`config.mk`:
```
export PLATFORM = sky130hd
export DESIGN_NAME = glue_target_flat
export DESIGN_NICKNAME = d
export VERILOG_FILES = /design/src/rtl/glue_target_if.sv /design/src/rtl/glue_target.sv /design/src/flat_wrapper.sv
export SDC_FILE = /design/constraint.sdc
export NUM_CORES = 1
export LEC_CHECK = 0
export BUFFER_PORTS_ARGS = -buffer_cell sky130_fd_sc_hd__buf_2
export CAP_MARGIN = 30
export CORE_AREA = 2 2 177 179
export DETAILED_ROUTE_END_ITERATION = 7
export DIE_AREA = 0 0 179 181
export HOLD_SLACK_MARGIN = 0.02
export PLACE_DENSITY = 0.55
export SLEW_MARGIN = 20
export SYNTH_ARGS = -nofsm -noshare
export SYNTH_HDL_FRONTEND = slang
export SYNTH_SLANG_ARGS = --single-unit
export TNS_END_PERCENT = 5
```
`constraint.sdc`:
```
create_clock -name clk -period 5.1 [get_ports clk]
set_input_delay 0.51 -clock clk [delete_from_list [all_inputs] [get_ports clk]]
set_output_delay 0.51 -clock clk [all_outputs]
set_load 0.005 [all_outputs]
```
`src/rtl/glue_target_if.sv`:
```
// rtl/glue_target_if.sv - glue-to-target bus: select, bus word, ready pair and bank read data
interface glue_target_if;
  logic [1:0] sel;
  logic [8:0] data;
  logic [1:0] trdy;
  logic [7:0] dataout1;
  logic [7:0] dataout2;
  logic       busy;
  logic       sel_err;

  modport master (
    output sel, data,
    input  trdy, dataout1, dataout2, busy, sel_err
  );

  modport slave (
    input  sel, data,
    output trdy, dataout1, dataout2, busy, sel_err
  );
endinterface

```
`src/rtl/glue_target.sv`:
```
// rtl/glue_target.sv - dual-bank target stage: decode, direction sample, fixed-length burst, release
module glue_target #(
  parameter int DEPTH      = 16,
  parameter int DECODE_CYC = 3,
  parameter int DIR_DLY    = 3,
  parameter int BURST_LEN  = 7
) (
  input  logic         clk,
  input  logic         reset,
  glue_target_if.slave bus
);
  localparam int AW = (DEPTH > 1) ? $clog2(DEPTH) : 1;
  localparam int CW = $clog2(DECODE_CYC + DIR_DLY + BURST_LEN + 1);

  typedef enum logic [2:0] {
    IDLE,
    DECODE,
    DIR,
    BURST,
    RELEASE
  } state_t;

  state_t         state_q, state_d;
  logic           bank_a_q, bank_a_d;
  logic           wr_q, wr_d;
  logic [CW-1:0]  cnt_q, cnt_d;
  logic [AW-1:0]  ptr_a_q, ptr_a_d;
  logic [AW-1:0]  ptr_b_q, ptr_b_d;
  logic [1:0]     trdy_q, trdy_d;
  logic [7:0]     dout1_q, dout1_d;
  logic [7:0]     dout2_q, dout2_d;
  logic           busy_q, busy_d;
  logic           sel_err_q, sel_err_d;

  logic [7:0]     mem_a [DEPTH];
  logic [7:0]     mem_b [DEPTH];

  logic           beat_en;
  logic           beat_wr;
  logic           we_a;
  logic           we_b;

  always_comb begin
    state_d   = state_q;
    bank_a_d  = bank_a_q;
    wr_d      = wr_q;
    cnt_d     = cnt_q;
    ptr_a_d   = ptr_a_q;
    ptr_b_d   = ptr_b_q;
    trdy_d    = trdy_q;
    dout1_d   = dout1_q;
    dout2_d   = dout2_q;
    sel_err_d = 1'b0;
    beat_en   = 1'b0;
    beat_wr   = wr_q;
    we_a      = 1'b0;
    we_b      = 1'b0;

    unique case (state_q)
      IDLE: begin
        if (bus.sel == 2'b10 || bus.sel == 2'b01) begin
          bank_a_d = bus.sel[1];
          cnt_d    = '0;
          state_d  = DECODE;
        end else if (bus.sel == 2'b11) begin
          sel_err_d = 1'b1;
        end
      end
      DECODE: begin
        if (cnt_q == CW'(DECODE_CYC - 1)) begin
          trdy_d  = bank_a_q ? 2'b01 : 2'b10;
          cnt_d   = '0;
          state_d = DIR;
        end else begin
          cnt_d = cnt_q + CW'(1);
        end
      end
      DIR: begin
        if (cnt_q == CW'(DIR_DLY - 1)) begin
          // Direction is latched and the first beat taken on the same edge.
          wr_d    = bus.data[8];
          beat_wr = bus.data[8];
          beat_en = 1'b1;
          cnt_d   = CW'(1);
          state_d = BURST;
        end else begin
          cnt_d = cnt_q + CW'(1);
        end
      end
      BURST: begin
        if (cnt_q == CW'(BURST_LEN)) begin
          trdy_d  = 2'b11;
          dout1_d = 8'h00;
          dout2_d = 8'h00;
          state_d = RELEASE;
        end else begin
          beat_en = 1'b1;
          cnt_d   = cnt_q + CW'(1);
        end
      end
      RELEASE: begin
        // Wait for the glue to drop its select so a held select cannot retrigger.
        if (bus.sel == 2'b00) begin
          state_d = IDLE;
        end
      end
      default: state_d = IDLE;
    endcase

    if (beat_en) begin
      if (bank_a_q) begin
        if (beat_wr) we_a = 1'b1;
        else         dout1_d = mem_a[ptr_a_q];
        ptr_a_d = ptr_a_q + AW'(1);
      end else begin
        if (beat_wr) we_b = 1'b1;
        else         dout2_d = mem_b[ptr_b_q];
        ptr_b_d = ptr_b_q + AW'(1);
      end
    end

    busy_d = (state_d != IDLE);
  end

  always_ff @(posedge clk) begin
    if (reset) begin
      state_q   <= IDLE;
      bank_a_q  <= 1'b0;
      wr_q      <= 1'b0;
      cnt_q     <= '0;
      ptr_a_q   <= '0;
      ptr_b_q   <= '0;
      trdy_q    <= 2'b11;
      dout1_q   <= 8'h00;
      dout2_q   <= 8'h00;
      busy_q    <= 1'b0;
      sel_err_q <= 1'b0;
    end else begin
      state_q   <= state_d;
      bank_a_q  <= bank_a_d;
      wr_q      <= wr_d;
      cnt_q     <= cnt_d;
      ptr_a_q   <= ptr_a_d;
      ptr_b_q   <= ptr_b_d;
      trdy_q    <= trdy_d;
      dout1_q   <= dout1_d;
      dout2_q   <= dout2_d;
      busy_q    <= busy_d;
      sel_err_q <= sel_err_d;
    end
  end

  // Storage is not reset, but a reset edge must suppress any pending write.
  always_ff @(posedge clk) begin
    if (!reset && we_a) mem_a[ptr_a_q] <= bus.data[7:0];
    if (!reset && we_b) mem_b[ptr_b_q] <= bus.data[7:0];
  end

  assign bus.trdy     = trdy_q;
  assign bus.dataout1 = dout1_q;
  assign bus.dataout2 = dout2_q;
  assign bus.busy     = busy_q;
  assign bus.sel_err  = sel_err_q;
endmodule

```
`src/flat_wrapper.sv`:
```
// flat-port wrapper written by rule: the top's interface ports become plain ports
module glue_target_flat 
#(
  parameter int DEPTH      = 16,
  parameter int DECODE_CYC = 3,
  parameter int DIR_DLY    = 3,
  parameter int BURST_LEN  = 7
)
  (clk, reset, bus_sel, bus_data, bus_trdy, bus_dataout1, bus_dataout2, bus_busy, bus_sel_err);
  glue_target_if bus_i ();
  input  logic clk;
  input  logic reset;
  input wire logic [$bits(bus_i.sel)-1:0] bus_sel;
  input wire logic [$bits(bus_i.data)-1:0] bus_data;
  output wire logic [$bits(bus_i.trdy)-1:0] bus_trdy;
  output wire logic [$bits(bus_i.dataout1)-1:0] bus_dataout1;
  output wire logic [$bits(bus_i.dataout2)-1:0] bus_dataout2;
  output wire logic [$bits(bus_i.busy)-1:0] bus_busy;
  output wire logic [$bits(bus_i.sel_err)-1:0] bus_sel_err;
  assign bus_i.sel = bus_sel;
  assign bus_i.data = bus_data;
  assign bus_trdy = bus_i.trdy;
  assign bus_dataout1 = bus_i.dataout1;
  assign bus_dataout2 = bus_i.dataout2;
  assign bus_busy = bus_i.busy;
  assign bus_sel_err = bus_i.sel_err;
  glue_target #(.DEPTH(DEPTH), .DECODE_CYC(DECODE_CYC), .DIR_DLY(DIR_DLY), .BURST_LEN(BURST_LEN)) u_core (.clk(clk), .reset(reset), .bus(bus_i));
endmodule
```
==> impl_metrics.csv <==
group,metric,value,unit
outcome,status,"finished clean",
critical_path,r2r-start,"u_core.cnt_q[0]",
final_layout,nets,785,
route,drc,0,
sta,fin_crit_sh,0.580,
yosys,synth-seq-cells,301,
clock_tree,cts_num_sinks,301,
yosys,synthCells,722,
route,wl,27300,um
clock_tree,cts_root_buffer,"clkbuf_16",
yosys,avgSynthCellArea,16.7,um^2
yosys,synth-main-ff-cell,"edfxtp_1",
critical_path,cp_cell_sequence,"inv_1 -> ha_1 -> nor3b_1 -> nand3_1 -> o21a_1 -> nand2b_4 -> nor4b_2",
critical_path,critPathTopFamily,"simple AND/OR/NAND/NOR gates",
final_layout,drive_above_1_share,0.185,
final_layout,syn2layout_area_growth,13.3,%
route,ant_nets,0,
critical_path,cp_data_arrival_time,3.12,ns
yosys,ys_async_sr_fraction,0,
yosys,synthesis.area,12000,um^2
critical_path,r2r-end,"u_core.mem_a[13][3]",
yosys,synthTopCellsByCount,"256 x edfxtp_1, 76 x mux2i_1, 45 x dfxtp_1",
sta,rsz0062_at_grt,"no",
grt,grt_max_degree,39,
flow_run,drv_cap,0,
route,first_iter_violations,655,
grt,grt_antenna_before_repair,0,
place,portBuffers,32,
sta,finalSetupViolations,0,
critical_path,cp-end-kind,"flip-flop",
clock_tree,cts_setup_buffers,0,
sta,min_period,2.96,ns
grt,track_usage,0.170,
floorplan,std_cell_rows,64,
critical_path,path_class,"reg -> reg",
critical_path,crit_buf_inv,1,
grt,grt_pass1_vias,6542,
floorplan,start_util,0.397,
pwr,ir_drop,209,uV
grt,grt_first_pass_wirelength,41100,um
yosys,yosysMostFrequentCell,"edfxtp_1",
route,avgRoutedWirePerCell,23.2,um
sta,fin_tns_setup,0,ns
yosys,synth-edff-count,256,
critical_path,crit_path_end,"u_core.mem_a[13][3]",
critical_path,startpoint,"u_core.cnt_q[0]",
sta,finClkSkew,0.0101,ns
floorplan,die_area,32400,um^2
floorplan,pin_count,33,
critical_path,r2r_cells,7,
hold_path,worstHoldPathType,"in -> reg",
final_layout,final_util,0.449,
clock_tree,htree_levels,1,
clock_tree,cts_tree,"yes",
place,place_ws,1.99,ns
critical_path,cp-start-kind,"flip-flop",
final_layout,n_antenna_cell,0,
sta,fmax,0.338,GHz
critical_path,worst_ep_required_time,5.26,ns
critical_path,cp_slowest_cell,"nor4b_2",
yosys,synth_seq_area_share,0.713,
yosys,synth_top_cell_area_share,0.639,
place,hpwl,17400,um
floorplan,die_h,181,um
clock_tree,clkLatencyLatePin,0.55,ns
route,vias,6547,
clock_tree,clk_pin_slew,0.06,ns
grt,grt_remaining_overflow,0,
pwr,p_leak,4.32,nW
route,viasPerCell,5.55,
clock_tree,cts_buffers,31,
place,gp_congestion,0.860,
clock_tree,hold_buffers,0,
clock_tree,cts_resized,0,
yosys,yosysTopAreaCell,"edfxtp_1",
floorplan,core_area,30300,um^2
yosys,synthDistinctLibCells,55,
floorplan,die_x,179,um
sta,hold_viol,0,
sta,maxSlewHeadroom,0.341,
yosys,synthTopCellsByArea,"edfxtp_1 64%, dfxtp_1 7.5%, mux2i_1 6.3%",
yosys,ys_warn_count,0,
critical_path,path_max_fanout,8,
pwr,powerDensity,357,nW/um^2
critical_path,max_stage_delay,0.87,ns
sta,finalMaxSlewViolations,0,
yosys,syn_nets,747,
critical_path,path_depth,7,
route,dr.pass1.iters,5,
critical_path,ff2ff_setup_slack,2.14,ns
sta,tightest_slew,0.986,ns
clock_tree,cts_buffer_depth,3,
sta,fin_ws,2.14,ns
## worst min path at each step
stage                      startpoint                      to  depth (start not counted)
5_1_grt                    bus_sel[1]         u_core.bank_a_q                          3
2_1_floorplan  u_core.bus.dataout1[0]  u_core.bus.dataout1[0]                          2
6_report                   bus_sel[1]         u_core.bank_a_q                          3
4_1_cts                    bus_sel[1]         u_core.bank_a_q                          3
3_3_place_gp   u_core.bus.dataout2[5]  u_core.bus.dataout2[5]                          2
3_5_place_dp   u_core.bus.dataout1[0]  u_core.bus.dataout1[0]                          2
## report_power, final
group / leakage (nW) / switching, mW / internal (mW)
registers: 2.66 / 0.0102 / 2.67
logic: 1.19 / 0.0770 / 0.0241
clock network: 0.468 / 0.890 / 1.20
## through the flow
step           hold slack [ns]  total power [mW]  instance area (um^2)  instances
5_1_grt                  0.247              5.02                 13600       1179
3_5_place_dp             0.455              2.83                 12600       1115
3_3_place_gp             0.435              2.83                 12600       1113
2_1_floorplan            0.445              2.77                 12000        722
4_1_cts                  0.230              4.91                 13500       1171
6_report                 0.251              4.88                 13600       1179
## layer usage
metal  part of all wire  vias up  GRT usage
met3              0.062       34     0.0320
li1                   -     2937          -
met1               0.44     3360      0.243
met2               0.48      216      0.271
met4              0.016        0     0.0361
met5                  0        -          0
## kinds of logic (layout without fill, tap and decap cells)
logic type / after synthesis / in the layout / synth area share
DFF: 301 / 301 / 0.713
muxes: 104 / 104 / 0.116
and+or+nand+nor: 132 / 132 / 0.0644
buffers and inverters: 57 / 118 / 0.0205
adders and majority gates: 13 / 13 / 0.0134
xor gates and xnor gates: 6 / 6 / 0.00437
AOI/OAI and AO/OA: 109 / 109 / 0.0683
## area by class of cell
| type | instances | area (um^2) |
|---|---|---|
| tap | 396 | 495 |
| clock inverter | 21 | 148 |
| clock buffer | 35 | 791 |
| fill | 2571 | 16700 |
| sequential | 301 | 8590 |
| inverter | 16 | 60.1 |
| multi-input combinational | 364 | 3260 |
| timing repair buffer | 46 | 294 |
## worst reg2reg max path, cell delays in order (launching register included)
cell and delay [ns]:
dfxtp_1 0.34, inv_1 0.08, ha_1 0.15, nor3b_1 0.47, nand3_1 0.18, o21a_1 0.26, nand2b_4 0.23, nor4b_2 0.87
## state kept, by name, summed over array words and instances (netlist names), named ones only
register / count
u_core.mem_a: 128
u_core.mem_b: 128
u_core.bus.dataout1: 8
u_core.bus.dataout2: 8
u_core.cnt_q: 4
u_core.ptr_a_q: 4
u_core.ptr_b_q: 4
u_core.state_q: 3
u_core.bus.trdy: 2
u_core.bank_a_q: 1
u_core.bus.busy: 1
u_core.bus.sel_err: 1
u_core.wr_q: 1
## cells in the final DEF (no fill, tap or decap), types with 17 or more instances in the layout
master,Yosys,final
a221oi_1,21,21
a22o_1,18,18
and3_1,17,17
buf_2,20,35
clkbuf_16,0,31
dfxtp_1,45,43
edfxtp_1,256,256
mux2i_1,76,76
mux4_2,28,28
nand2_1,21,21
nor2_1,25,25
Power figures use the tool's default switching activity.
